==> config.mk <==
export PLATFORM = sky130hd
export DESIGN_NAME = ram_sp_clr
export DESIGN_NICKNAME = d
export VERILOG_FILES = /design/src/rtl/ram_pkg.sv /design/src/rtl/ram_clr_fsm.sv /design/src/rtl/ram_sp_clr.sv
export SDC_FILE = /design/constraint.sdc
export NUM_CORES = 1
export LEC_CHECK = 0
export ABC_CLOCK_PERIOD_IN_PS = 2000
export CORE_ASPECT_RATIO = 2
export CORE_UTILIZATION = 50
export CTS_CLUSTER_SIZE = 28
export DETAILED_ROUTE_END_ITERATION = 10
export GPL_TIMING_DRIVEN = 0
export PLACE_DENSITY = 0.68
export SLEW_MARGIN = 20
export SYNTH_ARGS = -nofsm -noshare
export SYNTH_HDL_FRONTEND = slang
export SYNTH_SLANG_ARGS = --single-unit
==> constraint.sdc <==
create_clock -name clk -period 2 [get_ports clk]
set_input_delay 0.4 -clock clk [delete_from_list [all_inputs] [get_ports clk]]
set_output_delay 0.4 -clock clk [all_outputs]
set_load 0.03 [all_outputs]
==> src/rtl/ram_pkg.sv <==
// Shared types and helpers for the single-port RAM with clear engine.
// Parity storage is only built when RAM_PARITY_EN is defined.
package ram_pkg;

  typedef logic [0:0] state_t;

  localparam state_t ST_CLEAR = 1'b0;
  localparam state_t ST_IDLE  = 1'b1;

  // Widest lane the parity helper accepts; narrower lanes are zero-extended.
  localparam int PAR_MAX_W = 64;

  function automatic logic lane_parity(input logic [PAR_MAX_W-1:0] d);
    return ^d;
  endfunction

  function automatic bit lane_cfg_ok(input int data_w, input int lane_w);
    return (lane_w > 0) && (lane_w <= PAR_MAX_W) && (data_w % lane_w == 0);
  endfunction

endpackage

==> src/rtl/ram_clr_fsm.sv <==
// Clear sequencer: walks every address once after reset or on init,
// and holds busy while doing so.
module ram_clr_fsm
  import ram_pkg::*;
#(
  parameter int ADDR_W = 4
) (
  input  logic              clk,
  input  logic              rst,
  input  logic              init,
  output logic              busy,
  output logic              clr_we,
  output logic [ADDR_W-1:0] clr_addr
);

  // state    | meaning
  // ST_CLEAR | zeroing MEM[clr_ptr] each edge, accesses ignored
  // ST_IDLE  | normal read/write service, init restarts the clear

  state_t            state;
  logic [ADDR_W-1:0] clr_ptr;

  always_ff @(posedge clk or negedge rst) begin
    if (!rst) begin
      state   <= ST_CLEAR;
      clr_ptr <= '0;
    end else begin
      case (state)
        ST_CLEAR: begin
          clr_ptr <= clr_ptr + ADDR_W'(1);
          if (clr_ptr == {ADDR_W{1'b1}}) state <= ST_IDLE;
        end
        default: begin
          if (init) begin
            state   <= ST_CLEAR;
            clr_ptr <= '0;
          end
        end
      endcase
    end
  end

  assign busy     = (state == ST_CLEAR);
  assign clr_we   = busy;
  assign clr_addr = clr_ptr;

endmodule

==> src/rtl/ram_sp_clr.sv <==
// Parametrised single-port RAM with lane write masks, registered read
// with valid strobe, and hardware clear. Optional parity: RAM_PARITY_EN.
module ram_sp_clr
  import ram_pkg::*;
#(
  parameter int DATA_W = 8,
  parameter int ADDR_W = 4,
  parameter int LANE_W = 4
) (
  input  logic                       clk,
  input  logic                       rst,
  input  logic                       en,
  input  logic                       wr,
  input  logic [ADDR_W-1:0]          addr,
  input  logic [DATA_W-1:0]          idata,
  input  logic [DATA_W/LANE_W-1:0]   wmask,
  input  logic                       init,
  output logic [DATA_W-1:0]          odata,
  output logic                       ovalid,
  output logic                       busy,
  output logic                       perr
);

  localparam int NLANES = DATA_W / LANE_W;
  localparam int DEPTH  = 2 ** ADDR_W;

  if (!lane_cfg_ok(DATA_W, LANE_W)) begin : g_cfg_err
    $error("ram_sp_clr: DATA_W must be a multiple of LANE_W");
  end

  logic              clr_we;
  logic [ADDR_W-1:0] clr_addr;
  logic              acc;
  logic              wr_acc;
  logic              rd_acc;
  logic              rd_perr;

  logic [DATA_W-1:0] mem [DEPTH];

  ram_clr_fsm #(
    .ADDR_W (ADDR_W)
  ) u_clr_fsm (
    .clk      (clk),
    .rst      (rst),
    .init     (init),
    .busy     (busy),
    .clr_we   (clr_we),
    .clr_addr (clr_addr)
  );

  // init wins over a same-cycle access; the access is simply dropped.
  assign acc    = en & ~busy & ~init;
  assign wr_acc = acc & wr;
  assign rd_acc = acc & ~wr;

  always_ff @(posedge clk) begin
    if (clr_we) begin
      mem[clr_addr] <= '0;
    end else if (wr_acc) begin
      for (int i = 0; i < NLANES; i++) begin
        if (wmask[i]) mem[addr][i*LANE_W +: LANE_W] <= idata[i*LANE_W +: LANE_W];
      end
    end
  end

`ifdef RAM_PARITY_EN
  logic [NLANES-1:0] par_mem [DEPTH];

  always_ff @(posedge clk) begin
    if (clr_we) begin
      par_mem[clr_addr] <= '0;
    end else if (wr_acc) begin
      for (int i = 0; i < NLANES; i++) begin
        if (wmask[i]) par_mem[addr][i] <= lane_parity(PAR_MAX_W'(idata[i*LANE_W +: LANE_W]));
      end
    end
  end

  always_comb begin
    rd_perr = 1'b0;
    for (int i = 0; i < NLANES; i++) begin
      if (lane_parity(PAR_MAX_W'(mem[addr][i*LANE_W +: LANE_W])) != par_mem[addr][i]) rd_perr = 1'b1;
    end
  end
`else
  assign rd_perr = 1'b0;
`endif

  always_ff @(posedge clk or negedge rst) begin
    if (!rst) begin
      odata  <= '0;
      ovalid <= 1'b0;
      perr   <= 1'b0;
    end else begin
      ovalid <= rd_acc;
      perr   <= rd_acc & rd_perr;
      if (rd_acc) odata <= mem[addr];
    end
  end

endmodule

==> run_results.csv, run 1 <==
group,metric,value,unit
final_layout,area_growth,27.3,%
power,comb_power_share,29.1,%
grt,grtUsageTotal,24.8,%
floorplan,die_w,78.7,um
clocking,cts-hold-fix-buffers,0,
yosys,yosysWarnings,0,
grt,grt_max_degree,17,
sta,max_freq,498,MHz
yosys,postSynth.asyncResetShare,9.86,%
floorplan,core.rowCount,55,
yosys,synth.top_cells.by_area,"sky130_fd_sc_hd__edfxtp_1 65%, sky130_fd_sc_hd__mux4_2 7.3%, sky130_fd_sc_hd__dfrtp_1 6.0%",
yosys,postSynthAreaPerCell,16.8,um^2
critical_path,worstPathCellList,"clkdlybuf4s50_1 > o21ai_4 > nor2_4 > buf_4 > mux2i_4 > buf_12 > buf_4 > nor2_4",
grt,first_global_vias,3556,
grt,antenna_found_initial,0,
critical_path,critical_path_arrival,2.13,ns
power,worst_ir_drop_on_vdd,0.000948,V
power,p_sw,3.12,mW
route,first_iter_violations,332,
clocking,cts_buffers,17,
floorplan,start_util,51.7,%
yosys,netlist.top_cell.by_area,"sky130_fd_sc_hd__edfxtp_1",
route,via_count,3461,
job,drv.max_cap_violation_count,0,
sta,final_number_of_max_transition_violations,0,
yosys,synth.ff_latch_count,142,
yosys,post_synth_most_frequent_cells,"128 x sky130_fd_sc_hd__edfxtp_1, 44 x sky130_fd_sc_hd__nor2_1, 19 x sky130_fd_sc_hd__mux4_2, 19 x sky130_fd_sc_hd__o21ai_0, 14 x sky130_fd_sc_hd__dfrtp_1",
sta,timing.clock.skew,0.00995,ns
yosys,number_of_standard_cells_after_synthesis,350,
power,power.share.switching,31.4,%
route,avgRoutedWirePerCell,25.3,um
sta,number_of_endpoints_with_negative_hold_slack_in_the_final_report,0,
placement,port_buffers,25,
critical_path,worst-path-stages,8,
clocking,clock_tree.htree_level_count,4,
final_layout,finish.instance_area,7480,um^2
yosys,yosysUniqueCellTypes,41,
grt,grt-ovfl-total,0,
sta,finalWorstPathRequiredPeriod,2.01,ns
yosys,seq_area_frac_synth,71.4,%
clocking,clock_sink_count,142,
power,power.internal,6.80,mW
sta,final-setup-viol-count,4,
route,detail-route-antenna-nets,0,
final_layout,n_fill_cell,748,
placement,placed_cell_area,6300,um^2
placement,setup_slack_at_placement,-1.00,ns
clocking,worst_setup_hold_path_clk_slew,0.06,ns
clocking,clkLatencyLatePin,0.42,ns
power,share_seq_of_total_power,41.4,%
route,via_per_inst,6.14,
critical_path,timing.reg2reg.worst_path_depth,5,
critical_path,startpoint,"wmask[1]",
grt,grt_pass1_wl,20700,um
final_layout,drive_above_1_share,33.9,%
outcome,result_of_the_run,"complete, but fails checks",
hold_path,min_path_type,"in2async",
critical_path,cp_slowest_stage_delay,0.54,ns
yosys,syn-num-nets,370,
sta,slew_headroom,47.0,%
final_layout,footprint_of_the_multi_input_gates,1980,um^2
final_layout,antenna_cells,0,
critical_path,timing_worst_setup_path_type,"in2reg",
final_layout,finish.net_count,431,
floorplan,die_area,12200,um^2
floorplan,dieHeight,155,um
critical_path,worst_r2r_startpoint,"u_clr_fsm.state",
sta,tightest_pin_transition,0.796,ns
critical_path,critPathMaxFanout,8,
critical_path,crit_path_end_kind,"flip-flop",
yosys,synth_area,5880,um^2
power,power.density_cell_area,1330,nW/um^2
outcome,violations,"negative setup slack",
yosys,most_instantiated_library_cell_after_synthesis,"sky130_fd_sc_hd__edfxtp_1",
critical_path,critPathRequiredTime,2.12,ns
power,power_frac_clock,29.5,%
critical_path,cp.buffers_inverters,4,
final_layout,sequential_cell_area,4190,um^2
sta,fin_ws,-0.00851,ns
placement,dpl.hpwl,9330,um
floorplan,core_area,11400,um^2
critical_path,crit_family,"buffers and inverters",
clocking,clockRootBuffer,"sky130_fd_sc_hd__clkbuf_16",
placement,placedCellCount,517,
floorplan,design.portCount,30,
route,detail_route.drc_violations,0,
yosys,fraction_of_post_synthesis_cell_area_in_the_top_cell_type_by_area,65.4,%
power,static-leakage-power,2.55,nW
route,finalWirelength,14300,um
placement,finalWeightedCongestion,0.855,
clocking,clockBufferDepth,2,
route,detailedRoute.firstPassIterationCount,4,
critical_path,reg2reg_setup_slack,0.15,ns
final_layout,final-instance-count-excl-fill,564,
yosys,ys_dominant_reg_cell,"sky130_fd_sc_hd__edfxtp_1",
yosys,synth_edf_count,128,
critical_path,timing.critical_path.to,"mem[4][4]",
critical_path,critical-path-slowest-cell,"sky130_fd_sc_hd__clkdlybuf4s50_1",
clocking,clock_tree_from_tritoncts,"yes",
sta,finalCritPeriodShare,100,%
critical_path,startpoint_type,"input pin",
critical_path,worstReg2RegEnd,"mem[7][7]",
==> how the worst min path moves through the flow <==
stage	cells after the start	startpoint	to	slack, ns
2_1_floorplan	0	rst	odata[0]	0.10
3_3_place_gp	2	odata[6]	odata[6]	0.48
3_5_place_dp	2	odata[6]	odata[6]	0.48
4_1_cts	1	rst	u_clr_fsm.clr_addr[1]	0.43
5_1_grt	1	rst	u_clr_fsm.clr_addr[1]	0.47
6_report	1	rst	u_clr_fsm.clr_addr[1]	0.42
==> final cells by class <==
cell class | instances | area share [%]
multi-input combinational | 185 | 26.5
sequential | 142 | 56.1
timing repair buffer | 42 | 5.97
clock buffer | 22 | 5.94
tap | 142 | 2.38
clock inverter | 8 | 1.25
inverter | 5 | 0.251
buffer | 18 | 1.62
==> layer usage <==
metal  global-route usage, %  up-vias  wire, um
met5                       0        -         0
met4                    17.2        0       747
met3                    4.75       52       793
met2                    44.1      162      8230
met1                    25.6     1746      4480
li1                        -     1501         -
==> stage by stage <==
stage               setup TNS, ns  hold WS, ns  power (mW)  utilization (%)
global route                -1.77        0.475        10.2             65.9
floorplan                       0        0.104        5.22                -
CTS                         -8.24        0.432        9.14             62.1
finish                    -0.0272        0.422        9.92             65.9
global placement          -175.88        0.477        5.85             55.5
detailed placement        -187.97        0.483        5.93             55.5
==> flip-flops by register name (all words and copies together), names as in the netlist <==
signal / count
u_clr_fsm.clr_addr: 4
u_clr_fsm.state: 1
ovalid: 1
mem: 128
odata: 8
==> kinds of logic after synthesis <==
logic type                 after synthesis  share of synthesized area, %
DFF                                    142                          71.4
and+or+nand+nor                         87                          6.92
AOI/OAI and AO/OA                       48                          4.86
muxes                                   46                          14.0
buffers and inverters                   23                          2.30
xor gates and xnor gates                 2                         0.298
adders and majority gates                1                         0.213
other                                    1                        0.0638
==> cells in the final DEF, fill, tap and decap left out, drive strengths merged, types with 7 or more instances in the layout <==
master         instances
a22oi                  9
mux4                  26
clkdlybuf4s50         21
clkbuf                28
nor2                  44
dfrtp                 14
mux2i                 13
mux2                   7
nand2                 12
and3                   8
o21ai                 24
edfxtp               128
buf                   29
==> power groups by stage <==
stage / sequential, mW / combinational, mW / clock, mW
4_1_cts: 4.10 / 2.12 / 2.93
6_report: 4.11 / 2.88 / 2.93
3_5_place_dp: 4.15 / 1.78 / 0
5_1_grt: 4.16 / 3.02 / 3.05
2_1_floorplan: 4.20 / 1.02 / 0
3_3_place_gp: 4.12 / 1.73 / 0
==> what timing repair did <==
item,in CTS,in global routing
resized for setup,69,56
pin swaps,2,10
endpoints found under the setup margin,257,129
setup buffers,0,17
Power figures use the tool's default switching activity.
==> inputs of run 2 (changes only) <==
--- a/config.mk
+++ b/config.mk
@@ -7,8 +7,8 @@
 export LEC_CHECK = 0
 export ABC_CLOCK_PERIOD_IN_PS = 2000
 export CORE_ASPECT_RATIO = 2
+export CORE_MARGIN = 2
 export CORE_UTILIZATION = 50
-export CTS_CLUSTER_SIZE = 28
 export DETAILED_ROUTE_END_ITERATION = 10
 export GPL_TIMING_DRIVEN = 0
 export PLACE_DENSITY = 0.68
==> run 2 against run 1 <==
  * The flow still finishes with violations (negative setup slack)
  * Global-route usage decreased by 2.1 points
  * Power is 1.4% higher
  * First-iteration DRC count fell by 9.9%
  * Clock skew decreased by 0.0036 ns
  * Sequential cell count unchanged
  * Worst hold slack worse by 0.021 ns
  * Count of clock-buffer cells in the layout shrank 1
  * Die area rose by 3.9%
  * Cell count stayed put
  * Largest cell class unchanged
  * Largest power group unchanged
==> run_results.csv, run 2 (synthesis results as in run 1) <==
group,metric,value,unit
outcome,result_of_the_run,"complete, but fails checks",
outcome,violations,"negative setup slack",
sta,number_of_endpoints_with_negative_hold_slack_in_the_final_report,0,
clocking,clockRootBuffer,"sky130_fd_sc_hd__clkbuf_16",
critical_path,startpoint_type,"input pin",
power,worst_ir_drop_on_vdd,0.000864,V
sta,grt_setup_unrepaired,"true",
route,detailedRoute.firstPassIterationCount,5,
final_layout,max_flop_register,"mem",
placement,dpl.hpwl,8560,um
route,detail-route-antenna-nets,0,
grt,grt_max_degree,17,
critical_path,cp_slowest_stage_delay,0.57,ns
sta,final-setup-viol-count,20,
power,power.share.switching,30.2,%
grt,grt_pass1_wl,20300,um
sta,finalCritPeriodShare,104,%
placement,finalWeightedCongestion,0.960,
power,power_frac_clock,32.7,%
route,detail_route.drc_violations,0,
critical_path,critical-path-slowest-cell,"sky130_fd_sc_hd__clkdlybuf4s50_1",
route,via_per_inst,6.12,
route,first_iter_violations,299,
hold_path,min_path_type,"in2async",
clocking,clock_tree.htree_level_count,4,
grt,first_global_vias,3513,
floorplan,design.portCount,30,
grt,grtUsageTotal,22.8,%
critical_path,critPathMaxFanout,10,
critical_path,critical_path_arrival,2.25,ns
clocking,cts-hold-fix-buffers,0,
sta,timing.clock.skew,0.00639,ns
route,via_count,3454,
clocking,cts_buffers,17,
route,avgRoutedWirePerCell,23.5,um
power,power.internal,7.02,mW
sta,slew_headroom,50.0,%
clocking,clockBufferDepth,2,
final_layout,antenna_cells,0,
critical_path,crit_path_end_kind,"flip-flop",
critical_path,timing_worst_setup_path_type,"in2reg",
critical_path,worstPathCellList,"clkdlybuf4s50_1 > o21a_1 > clkbuf_2 > a21oi_4 > o21ai_2 > nor2_4",
power,p_sw,3.03,mW
clocking,clkLatencyLatePin,0.42,ns
sta,fin_ws,-0.0791,ns
floorplan,die_w,80.7,um
final_layout,drive_above_1_share,33.4,%
floorplan,start_util,50.8,%
critical_path,critPathRequiredTime,2.17,ns
placement,port_buffers,25,
power,design_power_total,10.1,mW
power,power.density_cell_area,1350,nW/um^2
power,static-leakage-power,2.52,nW
sta,max_freq,481,MHz
sta,final_number_of_max_transition_violations,0,
power,comb_power_share,26.3,%
floorplan,core.rowCount,56,
grt,antenna_found_initial,0,
sta,tightest_pin_transition,0.751,ns
floorplan,dieHeight,157,um
clocking,clock_tree_from_tritoncts,"yes",
sta,finalWorstPathRequiredPeriod,2.08,ns
clocking,worst_setup_hold_path_clk_slew,0.06,ns
final_layout,area_growth,26.6,%
floorplan,die_area,12700,um^2
clocking,clock_sink_count,142,
grt,grt-ovfl-total,0,
job,drv.max_cap_violation_count,0,
final_layout,finish.net_count,426,
final_layout,flip_flop_count_of_the_largest_register_all_copies_and_words_added,128,
power,share_seq_of_total_power,40.9,%
final_layout,leading_cell_type_in_the_layout_fill_and_taps_excluded,"sky130_fd_sc_hd__edfxtp_1",
floorplan,core_area,11600,um^2
route,finalWirelength,13300,um
final_layout,final_core_util,64.3,%
final_layout,layout.cells.most_common_list,"128 x sky130_fd_sc_hd__edfxtp_1, 24 x sky130_fd_sc_hd__clkdlybuf4s50_1, 22 x sky130_fd_sc_hd__nor2_4",
[run 2: per-stage QoR]
| stage | worst slack [ns] | cells | TNS, ns | hold slack [ns] | instance area, um^2 |
|---|---|---|---|---|---|
| final | -0.0791 | 564 | -1.12 | 0.401 | 7440 |
| after global routing | -0.169 | 564 | -6.22 | 0.448 | 7440 |
| after CTS | -0.0372 | 557 | -0.350 | 0.413 | 7140 |
| after detailed placement | -1.09 | 520 | -181.14 | 0.521 | 6310 |
| after global placement | -0.930 | 520 | -159.72 | 0.516 | 6310 |
| after floorplan | 0.0983 | 350 | 0 | 0.104 | 5880 |
[run 2: layer usage]
metal,routed length [um],track usage [%],up-vias
met3,656,4.53,33
met4,405,10.0,0
met5,0,0,-
met1,5360,30.3,1790
li1,-,-,1499
met2,6850,36.3,132
[run 2: power groups by stage]
stage	clock network [mW]	logic, mW	registers (mW)
finish	3.29	2.65	4.12
global route	3.44	2.81	4.16
CTS	3.33	2.12	4.10
detailed placement	0	1.77	4.16
global placement	0	1.71	4.12
floorplan	0	1.02	4.20
[run 2: critical path, delay by kind of cell]
kind / cells / cell delay [ns]
compound gates: 3 / 0.84
buf+inv: 2 / 0.89
simple gates: 1 / 0.11
[run 2: final cells by class]
type | instances | area (um^2)
tap | 145 | 181
fill | 793 | 4130
inverter | 5 | 18.8
multi-input combinational | 185 | 1910
buffer | 18 | 119
timing repair buffer | 37 | 389
clock buffer | 21 | 460
clock inverter | 11 | 165
sequential | 142 | 4190
[run 2: final timing paths]
check	startpoint	endpoint	slack, ns	depth (start not counted)
worst max register to register	u_clr_fsm.state	mem[4][2]	-0.01	5
worst min-delay path	rst	u_clr_fsm.state	0.40	1
worst min register to register	odata[6]	odata[6]	0.54	2
worst max-delay path	wmask[0]	mem[4][2]	-0.08	6
min in group clk	odata[6]	odata[6]	0.54	2
max in group asynchronous	rst	u_clr_fsm.clr_addr[3]	1.15	1
[run 2: what timing repair did]
action                     CTS  global route
setup buffers                5             7
setup endpoints to repair  225           250
pin swaps                    7             6
resized for setup           58            45
